$ cat src/rtl/noc_router_in_port_if.sv
// Handshake bundle of one router input port: the upstream link side and the
// directed request/grant side consumed by the output arbiters.
interface noc_router_in_port_if #(
  parameter int WIDTH = 35
);
  logic             in_valid;
  logic [WIDTH-1:0] in_data;
  logic             in_ready;
  logic [4:0]       out_req;
  logic [4:0]       out_ready;
  logic [WIDTH-1:0] out_data;
  logic             drop_pulse;

  modport master (
    output in_valid, in_data, out_ready,
    input  in_ready, out_req, out_data, drop_pulse
  );

  modport slave (
    input  in_valid, in_data, out_ready,
    output in_ready, out_req, out_data, drop_pulse
  );
endinterface

$ cat src/rtl/noc_router_in_port.sv
// 2D-mesh router input port: DEPTH-entry FIFO, XY route of the head, one-hop header
// update and a registered one-hot output stage. Define NOC_DROP_CNT_EN for drop_cnt.
module noc_router_in_port #(
  parameter int WIDTH  = 35,
  parameter int AW     = 2,
  parameter int DEPTH  = 4,
  parameter int IN_DIR = 0
) (
  input  logic                 clk,
  input  logic                 rst_n,
`ifdef NOC_DROP_CNT_EN
  output logic [15:0]          drop_cnt,
`endif
  noc_router_in_port_if.slave  bus
);

  localparam int PW = $clog2(DEPTH) + 1;

  typedef enum logic [2:0] {
    DIR_N  = 3'd0,
    DIR_E  = 3'd1,
    DIR_S  = 3'd2,
    DIR_W  = 3'd3,
    DIR_PE = 3'd4
  } dir_e;

  typedef enum logic {
    ST_EMPTY,
    ST_FULL
  } stage_e;

  localparam bit   CAN_UTURN = (IN_DIR < 4);
  localparam dir_e IN_DIR_E  = dir_e'(3'(IN_DIR));

  logic [WIDTH-1:0] mem [DEPTH];
  logic [PW-1:0]    wr_ptr;
  logic [PW-1:0]    rd_ptr;
  logic             fifo_empty;
  logic             fifo_full;
  logic             wr_en;
  logic             pop;
  logic [WIDTH-1:0] head;
  logic [AW-1:0]    cur_x;
  logic [AW-1:0]    cur_y;
  logic [AW-1:0]    dst_x;
  logic [AW-1:0]    dst_y;
  logic [AW-1:0]    nxt_x;
  logic [AW-1:0]    nxt_y;
  dir_e             dir;
  logic             illegal;
  logic             hs;
  logic             can_take;
  logic             load;
  stage_e           state;
  stage_e           state_nxt;
  logic [4:0]       req_q;
  logic [WIDTH-1:0] data_q;

  // Extra pointer MSB distinguishes full from empty when the index bits match.
  assign fifo_empty = (wr_ptr == rd_ptr);
  assign fifo_full  = (wr_ptr[PW-1] != rd_ptr[PW-1]) &&
                      (wr_ptr[PW-2:0] == rd_ptr[PW-2:0]);
  assign wr_en      = bus.in_valid && !fifo_full;
  assign bus.in_ready = !fifo_full;

  assign head = mem[rd_ptr[PW-2:0]];
  assign {cur_x, cur_y, dst_x, dst_y} = head[WIDTH-1 -: 4*AW];

  always_comb begin
    dir   = DIR_PE;
    nxt_x = cur_x;
    nxt_y = cur_y;
    if (dst_x > cur_x) begin
      dir   = DIR_E;
      nxt_x = cur_x + AW'(1);
    end else if (dst_x < cur_x) begin
      dir   = DIR_W;
      nxt_x = cur_x - AW'(1);
    end else if (dst_y > cur_y) begin
      dir   = DIR_N;
      nxt_y = cur_y + AW'(1);
    end else if (dst_y < cur_y) begin
      dir   = DIR_S;
      nxt_y = cur_y - AW'(1);
    end
  end

  assign illegal = CAN_UTURN && (dir == IN_DIR_E);

  // The head is inspected whenever the stage is empty or being drained this edge;
  // an illegal head is popped without being loaded.
  assign hs       = (state == ST_FULL) && |(req_q & bus.out_ready);
  assign can_take = (state == ST_EMPTY) || hs;
  assign pop      = can_take && !fifo_empty;
  assign load     = pop && !illegal;
  assign bus.drop_pulse = pop && illegal;

  assign bus.out_req  = req_q;
  assign bus.out_data = data_q;

  always_comb begin
    state_nxt = state;
    unique case (state)
      ST_EMPTY: if (load)        state_nxt = ST_FULL;
      ST_FULL:  if (hs && !load) state_nxt = ST_EMPTY;
      default:                   state_nxt = ST_EMPTY;
    endcase
  end

  always_ff @(posedge clk or negedge rst_n) begin
    if (!rst_n) begin
      state  <= ST_EMPTY;
      wr_ptr <= '0;
      rd_ptr <= '0;
      req_q  <= '0;
      data_q <= '0;
    end else begin
      state <= state_nxt;
      if (wr_en) wr_ptr <= wr_ptr + PW'(1);
      if (pop)   rd_ptr <= rd_ptr + PW'(1);
      if (load) begin
        req_q  <= 5'b00001 << dir;
        data_q <= {nxt_x, nxt_y, head[WIDTH-1-2*AW:0]};
      end else if (hs) begin
        req_q  <= '0;
      end
    end
  end

  always_ff @(posedge clk) begin
    if (wr_en) mem[wr_ptr[PW-2:0]] <= bus.in_data;
  end

`ifdef NOC_DROP_CNT_EN
  always_ff @(posedge clk or negedge rst_n) begin
    if (!rst_n) begin
      drop_cnt <= '0;
    end else if (bus.drop_pulse && (drop_cnt != '1)) begin
      drop_cnt <= drop_cnt + 16'd1;
    end
  end
`endif

endmodule
$ cat src/flat_wrapper.sv
// flat-port wrapper written by rule: the top's interface ports become plain ports
module noc_router_in_port_flat 
#(
  parameter int WIDTH  = 35,
  parameter int AW     = 2,
  parameter int DEPTH  = 4,
  parameter int IN_DIR = 0
)
  (clk, rst_n, bus_in_valid, bus_in_data, bus_out_ready, bus_in_ready, bus_out_req, bus_out_data, bus_drop_pulse);
  noc_router_in_port_if #(.WIDTH(WIDTH)) bus_i ();
  input  logic clk;
  input  logic rst_n;
  input wire logic [$bits(bus_i.in_valid)-1:0] bus_in_valid;
  input wire logic [$bits(bus_i.in_data)-1:0] bus_in_data;
  input wire logic [$bits(bus_i.out_ready)-1:0] bus_out_ready;
  output wire logic [$bits(bus_i.in_ready)-1:0] bus_in_ready;
  output wire logic [$bits(bus_i.out_req)-1:0] bus_out_req;
  output wire logic [$bits(bus_i.out_data)-1:0] bus_out_data;
  output wire logic [$bits(bus_i.drop_pulse)-1:0] bus_drop_pulse;
  assign bus_i.in_valid = bus_in_valid;
  assign bus_i.in_data = bus_in_data;
  assign bus_i.out_ready = bus_out_ready;
  assign bus_in_ready = bus_i.in_ready;
  assign bus_out_req = bus_i.out_req;
  assign bus_out_data = bus_i.out_data;
  assign bus_drop_pulse = bus_i.drop_pulse;
  noc_router_in_port #(.WIDTH(WIDTH), .AW(AW), .DEPTH(DEPTH), .IN_DIR(IN_DIR)) u_core (.clk(clk), .rst_n(rst_n), .bus(bus_i));
endmodule
$ cat config.mk
export PLATFORM = sky130hd
export DESIGN_NAME = noc_router_in_port_flat
export DESIGN_NICKNAME = d
export VERILOG_FILES = /design/src/rtl/noc_router_in_port_if.sv /design/src/rtl/noc_router_in_port.sv /design/src/flat_wrapper.sv
export SDC_FILE = /design/constraint.sdc
export NUM_CORES = 1
export LEC_CHECK = 0
export CORE_ASPECT_RATIO = 1.1
export CORE_MARGIN = 3
export CORE_UTILIZATION = 50
export CTS_CLUSTER_DIAMETER = 80
export DETAILED_ROUTE_END_ITERATION = 12
export PLACE_DENSITY = 0.73
export SYNTH_ARGS = -nofsm -noshare
export SYNTH_HDL_FRONTEND = slang
export SYNTH_SLANG_ARGS = --single-unit
$ cat constraint.sdc
create_clock -name clk -period 3.3 [get_ports clk]
set_input_delay 0.66 -clock clk [delete_from_list [all_inputs] [get_ports clk]]
set_output_delay 0.66 -clock clk [all_outputs]
set_load 0.01 [all_outputs]
Word level (Yosys, flattened, before mapping)
Memory sizes are Yosys's and may differ from the RTL's.
Index checks and enable logic that the tools add are counted.
Word-level totals
  memory bits (writable): 140
  input bits: 43
  register bits: 47
  memories kept: 1
Memory list
  u_core.mem: depth 4, width 35, read ports 1, clocked after memory_dff 0, write ports 1, line noc_router_in_port.sv:35  | logic [WIDTH-1:0] mem [DEPTH];
Cells by class
  multiplexer cells: 17
  eq/ne operators: 3
  shift-type cells: 1
  $add $sub $neg: 6
  $lt $le $gt $ge: 4
  reduce and logical (&&, ||, !) cells: 15
  bitwise gates (word level): 2
Operators with widths (number)
  two-way mux 2 bit: 6
  two-way mux 3 bit: 4
  two-way mux 5 bit: 2
  logical AND 1 bit: 7
  adder 3 x 1 -> 3 bit (second input constant): 2
  bitwise AND 5 bit: 1
  OR reduction 5 bit: 1
  << shifter 1 x 3 -> 5 bit (first input constant): 1
  adder 2 x 1 -> 2 bit (second input constant): 2
  > comparator 2 bit: 2
  logical NOT 1 bit: 4
  less-than comparator 2 bit: 2
  two-way mux 1 bit: 4
  subtractor 2 x 1 -> 2 bit (second input constant): 2
  equality test 3 bit: 1
  logical NOT 3 bit: 1
  equality test 2 bit: 1
  case mux 1 bit (2 select lines): 1
  nonzero test 2 bit: 1
  logical OR 1 bit: 1
  inequality test 1 bit: 1
  NOT 1 bit: 1

Logic depth before layout (Yosys ltp)
Gate-level depths: netlist (run 1).
An unclocked memory read counts as a cell.
  word-level depth: 13
  gate-level depth with buffers: 13
  mapped depth without buffers: 9

Least setup slack after synthesis (run 1)
OpenSTA, ideal clock, no wires.
  path type: reg2out
  start: reg u_core.rd_ptr[0]
  end: out bus_drop_pulse
  arrival time: 2.214 ns
  path slack: 0.426 ns
  stages on the path, launching flop included: 11
  path through: dfrtp_1 > buf_6 > buf_4 > mux4_2 > inv_1 > ha_1 > nand2_1 > or2_0 > buf_2 > nor2_1 > and3_2
Between the ends
  word-level cells in the longest chain between the ends: 8
  elaborated cells between the ends (all ways): 14
Ends and longest elaborated chain
  start, declared: line noc_router_in_port.sv:37  | logic [PW-1:0] rd_ptr;
  start signal, assigned: line noc_router_in_port.sv:120  | if (pop) rd_ptr <= rd_ptr + PW'(1);
  memory read (4 x 35 bit)
  less-than comparator 2 bit: line noc_router_in_port.sv:82  | end else if (dst_y < cur_y) begin
  two-way mux 3 bit: line noc_router_in_port.sv:82
  two-way mux 3 bit: line noc_router_in_port.sv:79  | end else if (dst_y > cur_y) begin
  two-way mux 3 bit: line noc_router_in_port.sv:76  | end else if (dst_x < cur_x) begin
  two-way mux 3 bit: line noc_router_in_port.sv:73  | if (dst_x > cur_x) begin
  logical NOT 3 bit: line noc_router_in_port.sv:88  | assign illegal = CAN_UTURN && (dir == IN_DIR_E);
  logical AND 1 bit (*): line noc_router_in_port.sv:96  | assign bus.drop_pulse = pop && illegal;
  end, declared: line flat_wrapper.sv:19  | output wire logic [$bits(bus_i.drop_pulse)-1:0] bus_drop_pulse;
Mark *: on every way between the ends. The rest lies on a longest branch, timed or not.

Worst setup path in the final report (run 1)
Ends and elaborated chain as after synthesis.

==> impl_metrics.tcl, run 1 <==
set metrics [dict create \
    grt_setup_unrepaired "no" \
    max_freq_mhz 317 \
    antenna_found_initial 1 \
    drc 0 \
    whs_ns 0.285 \
    met3_length_um 488 \
    core_area_sq_um 14000 \
    r2r.worst_path.cells 9 \
    crit_end "bus_drop_pulse" \
    worstSetupStartpoint "u_core.rd_ptr[0]$_DFFE_PN0P_" \
    cts_sinks 187 \
    clock_latency_ns 0.43 \
    clockPowerShare_pct 32.7 \
    dpl_cell_area_sq_um 8430 \
    cap_violations 0 \
    syn_avg_cell_area_sq_um 20.5 \
    grt-ovfl-total 0 \
    crit_chain "buf_6 > mux4_2 > inv_2 > ha_4 > nor2b_1 > or2_1 > nor2_2 > and3_4 > buf_2" \
    h-tree-depth 4 \
    path_class "flop to primary output" \
    cp.depth 9 \
    tightestPinTransition_ns 0.727 \
    r2r_slack_ns 0.29 \
    rows 45 \
    pwr-share-seq_pct 53.5 \
    register_area_sq_um 5380 \
    cts_buffer_depth 2 \
    die_area_sq_um 16000 \
    path_max_fanout 8 \
    multi_input_area_sq_um 1790 \
    critPathTopFamily "simple AND/OR/NAND/NOR gates" \
    final.setup_skew_ns 0.00976 \
    setup_viol_count_final 0 \
    dr.max_layer_used "met4" \
    fin_area_sq_um 9040 \
    nNetsFinal 520 \
    p_int_mw 4.23 \
    syn_area_sq_um 7260 \
    synth_cells 355 \
    grt_first_pass_wirelength_um 21000 \
    min_path_type "input pin to asynchronous set/reset pin" \
    cp_slowest_cell "mux4_2" \
    viasPerCell 5.37 \
    chipHeight_um 132 \
    cts_tree "done" \
    cts_root_buffer "clkbuf_16" \
    vias 3601 \
    cts_hold_repair.buffers 0 \
    critPathArrivalTime_ns 2.49 \
    swShare_pct 24.9 \
    p_comb_share_pct 13.8 \
    synth_nets 407 \
    final_layout_size_suffix_gt1_share_pct 31.2 \
    initial_utilization_pct 51.8 \
    slew_viol_final 0 \
    grt_max_degree 30 \
    finalCritPeriodShare_pct 95.6 \
    wl_met2_um 7030 \
    ios 85 \
    ys_seq_area_share_pct 74.1 \
    max_stage_delay_ns 0.52 \
    die_w_um 121 \
    ys_warn_count 0 \
    wirelength_met1_um 5160 \
    power.density_nw_per_um2 622 \
    timing.rr.start "u_core.rd_ptr[0]$_DFFE_PN0P_" \
    synth_cell_types 45 \
    final_util_pct 64.5 \
    detail-route-antenna-nets 0 \
    ir_drop_mv 0.384 \
    drt-total-wl_um 13000 \
    gp_congestion 0.734 \
    cp-end-kind "primary output" \
    start_kind "flop" \
    synth_seq_cells 187 \
    async_flop_share_pct 25.1 \
    r2r-end "u_core.bus.out_data[1]$_DFFE_PN0P_" \
    grt_pass1_vias 3970 \
    relSlewSlack_pct 51.6 \
    p_leak_nw 3.28 \
    fillers 951 \
    io_buffers 84 \
    drt_iter0_markers 176 \
    cp.required_ns 2.64 \
    cts-buffers-inserted 17 \
    clkTransAtPathRegs_ns 0.07 \
    finalCriticalPeriod_ns 3.15 \
    grt_use_total_pct 17.5 \
    status "finished, final reports clean" \
    area_growth_syn_to_layout_pct 24.5 \
    wl_per_cell_um 19.3 \
    first_pass_iters 4 \
    synth_enable_flop_cells 140 \
    dp.final_hpwl_um 8180 \
    timing_hold_violations_final 0 \
    synth_ff_type "edfxtp_1" \
    p_switching_mw 1.40 \
    crit_buf_inv 3 \
]
==> layout make-up <==
| type | instances | share of cell area (%) |
|---|---|---|
| Timing Repair Buffer | 108 | 11.8 |
| Clock buffer | 17 | 4.70 |
| Multi-Input combinational cell | 148 | 19.8 |
| Tap cell | 188 | 2.60 |
| Antenna cell | 1 | 0.0277 |
| Clock inverter | 15 | 1.31 |
| Inverter | 6 | 0.249 |
| Sequential cell | 187 | 59.5 |
==> registers in the layout, indices dropped and copies added (netlist names) <==
signal / cells
u_core.wr_ptr: 3
u_core.rd_ptr: 3
u_core.mem: 140
u_core.bus.out_req: 5
u_core.state: 1
u_core.bus.out_data: 35
==> power by group through the flow <==
stage / clock network [mW] / registers [mW] / logic (mW)
6_report: 1.84 / 3.01 / 0.777
5_1_grt: 1.99 / 3.04 / 0.862
4_1_cts: 1.89 / 3.01 / 0.790
3_5_place_dp: 0 / 3.06 / 0.777
3_3_place_gp: 0 / 3.04 / 0.753
2_1_floorplan: 0 / 3.04 / 0.438
==> worst min path at each step <==
stage                                                   start  depth (start not counted)                                   to  slack (ns)
final                                                   rst_n                          1  u_core.bus.out_data[22]$_DFFE_PN0P_        0.28
after global routing                                    rst_n                          1  u_core.bus.out_data[22]$_DFFE_PN0P_        0.33
after CTS                                               rst_n                          1  u_core.bus.out_data[22]$_DFFE_PN0P_        0.30
after detailed placement  u_core.bus.out_data[32]$_DFFE_PN0P_                          2  u_core.bus.out_data[32]$_DFFE_PN0P_        0.48
after global placement    u_core.bus.out_data[34]$_DFFE_PN0P_                          2  u_core.bus.out_data[34]$_DFFE_PN0P_        0.47
after floorplan                                         rst_n                          0   u_core.bus.out_data[0]$_DFFE_PN0P_        0.36
==> cells in the mapped netlist, drive strengths merged, types with 5 or more instances <==
library cell	number	area share, %
edfxtp	140	58
dfrtp	47	16
mux4	34	11
mux2	31	4.8
buf	12	1.4
nand2	12	0.62
o21ai	11	0.76
ha	9	1.6
xnor2	7	0.84
and3	6	0.55
inv	6	0.31
nor2	5	0.29
==> stage by stage <==
stage	cells	power, mW	TNS (ns)	worst slack [ns]
after floorplan	355	3.48	0	0.426
after global placement	632	3.79	0	0.0154
after detailed placement	632	3.84	-0.00784	-0.00784
after CTS	669	5.69	0	0.00461
after global routing	670	5.89	0	0.00838
final	670	5.63	0	0.146
==> layer usage <==
layer | up-vias | global-route usage (%)
met3 | 23 | 4.87
met4 | 0 | 6.30
li1 | 1634 | -
met5 | - | 0
met1 | 1868 | 20.9
met2 | 76 | 30.5
==> cells by family (layout without fill, tap and decap cells) <==
| group | count (synthesis) | count (layout) | synth area share (%) |
|---|---|---|---|
| buffers and inverters | 20 | 146 | 1.83 |
| other | 0 | 1 | 0 |
| flip-flops | 187 | 187 | 74.1 |
| XOR/XNOR | 10 | 10 | 1.21 |
| multiplexers | 66 | 66 | 15.5 |
| AO/OA/AOI/OAI | 27 | 27 | 3.19 |
| AND/OR/NAND/NOR | 36 | 36 | 2.69 |
| adder cells (fa/ha/maj) | 9 | 9 | 1.55 |
==> placed cells by master, fill, tap and decap left out, types with 7 or more instances in the layout <==
cell	synthesis	layout
mux2_2	31	31
dfrtp_1	47	45
xnor2_1	7	7
edfxtp_1	140	140
clkdlybuf4s50_1	0	82
clkbuf_16	0	17
buf_4	2	18
ha_1	9	7
mux4_2	34	34
nand2_1	12	12
==> what timing repair did <==
action	4_1_cts	5_1_grt
pin swaps	1	2
endpoints found under the setup margin	1	1
resized for setup	14	5
buffers inserted	5	0
Note: power is estimated with default switching activity, not from simulation.
==> run 2: changes to the inputs <==
REMOVE_ABC_BUFFERS = 1   (was not set)
==> impl_metrics.tcl, run 2 (synthesis gave the netlist of run 1 again) <==
set metrics [dict create \
    finalCriticalPeriod_ns 3.22 \
    cp_slowest_cell "dfrtp_4" \
    fin_area_sq_um 9160 \
    whs_ns 0.330 \
    initial_utilization_pct 51.8 \
    clock_latency_ns 0.42 \
    p_leak_nw 3.35 \
    path_max_fanout 3 \
    crit_chain "buf_12 > mux4_2 > ha_2 > nand2_1 > or2_1 > nor2_1 > and3_2 > buf_6" \
    power.density_nw_per_um2 638 \
    drt-total-wl_um 13400 \
    cts_buffer_depth 2 \
    dpl_cell_area_sq_um 8430 \
    dp.final_hpwl_um 8210 \
    p_int_mw 4.46 \
    cts_sinks 187 \
    path_class "flop to primary output" \
    ir_drop_mv 0.382 \
    cap_violations 0 \
    relSlewSlack_pct 46.3 \
    layout_common_cells "140 x edfxtp_1, 82 x clkdlybuf4s50_1, 45 x dfrtp_1" \
    chipHeight_um 132 \
    start_kind "flop" \
    grt_pass1_vias 3882 \
    clockPowerShare_pct 35.2 \
    detail-route-antenna-nets 0 \
    status "finished, final reports clean" \
    multi_input_area_sq_um 1780 \
    setup_viol_count_final 0 \
    wl_per_cell_um 19.9 \
    grt_max_degree 40 \
    p_switching_mw 1.39 \
    cts-buffers-inserted 17 \
    fin_ws_ns 0.0818 \
    grt_use_total_pct 17.7 \
    viasPerCell 5.43 \
    pwr-share-seq_pct 51.6 \
    core_area_sq_um 14000 \
    drt_iter0_markers 158 \
    drc 0 \
    die_w_um 121 \
    timing_hold_violations_final 0 \
    max_freq_mhz 311 \
    finalCritPeriodShare_pct 97.5 \
    area_growth_syn_to_layout_pct 26.0 \
    largest_reg_flops 140 \
    antenna_found_initial 0 \
    cts_root_buffer "clkbuf_16" \
    cp-end-kind "primary output" \
    cts_hold_repair.buffers 0 \
    grt_first_pass_wirelength_um 21200 \
    placed_cells 634 \
    setup_tns_ns 0 \
    crit_buf_inv 2 \
    io_buffers 84 \
    max_stage_delay_ns 0.52 \
    place_ws_ns -0.0559 \
    min_path_type "input pin to asynchronous set/reset pin" \
    rows 45 \
    final_util_pct 65.3 \
    critPathArrivalTime_ns 2.56 \
    h-tree-depth 4 \
    mostFrequentLayoutCell "edfxtp_1" \
    ios 85 \
    fillers 947 \
    cp.required_ns 2.64 \
    swShare_pct 23.7 \
    grt-ovfl-total 0 \
    final_layout_size_suffix_gt1_share_pct 30.7 \
    first_pass_iters 4 \
    cts_tree "done" \
    slew_viol_final 0 \
    p_comb_share_pct 13.2 \
    register_area_sq_um 5390 \
    tightestPinTransition_ns 0.805 \
    clkTransAtPathRegs_ns 0.06 \
    gp_congestion 0.760 \
    final.setup_skew_ns 0.00708 \
    vias 3652 \
    diodes 0 \
    critPathTopFamily "simple AND/OR/NAND/NOR gates" \
    fin_cells 673 \
    power_mw 5.84 \
    nNetsFinal 524 \
    die_area_sq_um 16000 \
]
## run 2: changes by cell type in the layout (fill, tap and decap cells not counted), moves of 2 or more
cell / previous run / this run
buf_4: 18 / 21
bufinv_16: 0 / 3
clkinvlp_4: 5 / 2
inv_1: 3 / 6
inv_2: 3 / 0
buf_12: 4 / 6
clkinv_1: 0 / 2
clkinv_4: 3 / 1
inv_6: 2 / 4
inv_8: 2 / 0
nor2b_2: 0 / 2
## run 2: power groups by stage
stage	combinational, mW	clock, mW	sequential (mW)
after floorplan	0.435	0	3.04
final	0.771	2.06	3.01
after CTS	0.773	2.10	3.02
after global placement	0.746	0	3.04
after global routing	0.836	2.19	3.04
after detailed placement	0.761	0	3.06
## run 2: path summary, 6_finish.rpt
| path | start | end | slack (ns) | cells past startpoint |
|---|---|---|---|---|
| worst max-delay path | u_core.rd_ptr[0]$_DFFE_PN0P_ | bus_drop_pulse | 0.08 | 8 |
| worst min-delay path | rst_n | u_core.bus.out_data[20]$_DFFE_PN0P_ | 0.33 | 1 |
| worst max register to register | u_core.rd_ptr[0]$_DFFE_PN0P_ | u_core.bus.out_data[7]$_DFFE_PN0P_ | 0.24 | 9 |
| worst min register to register | u_core.wr_ptr[2]$_DFFE_PN0P_ | u_core.wr_ptr[2]$_DFFE_PN0P_ | 0.49 | 1 |
| max in group asynchronous | rst_n | u_core.bus.out_data[13]$_DFFE_PN0P_ | 2.19 | 2 |
| min in group clk | u_core.wr_ptr[2]$_DFFE_PN0P_ | u_core.wr_ptr[2]$_DFFE_PN0P_ | 0.49 | 1 |
## run 2: area by class of cell
class | count | share of cell area, %
clock inverter | 14 | 1.82
sequential | 187 | 58.8
inverter | 6 | 0.246
clock buffer | 18 | 4.80
timing repair buffer | 112 | 12.3
tap | 188 | 2.57
multi-input combinational | 148 | 19.4
## run 2: what timing repair did
item	in CTS	in global routing
hold endpoints to repair	0	0
pin swaps	2	2
buffers inserted	6	1
endpoints found under the setup margin	5	1
gates resized for setup	12	6
## run 2: layer usage
layer	wire, um	global-route usage, %
met4	186	5.86
met1	5680	23.0
met5	0	0
met3	613	4.70
met2	6890	29.3
## run 2: worst reg2reg max path, cell delays in order (launching register included)
cell      delay, ns
dfrtp_4        0.46
buf_6          0.15
buf_12         0.20
mux4_2         0.53
inv_1          0.09
ha_1           0.24
and2_2         0.26
o311ai_4       0.34
buf_12         0.29
mux2_2         0.39
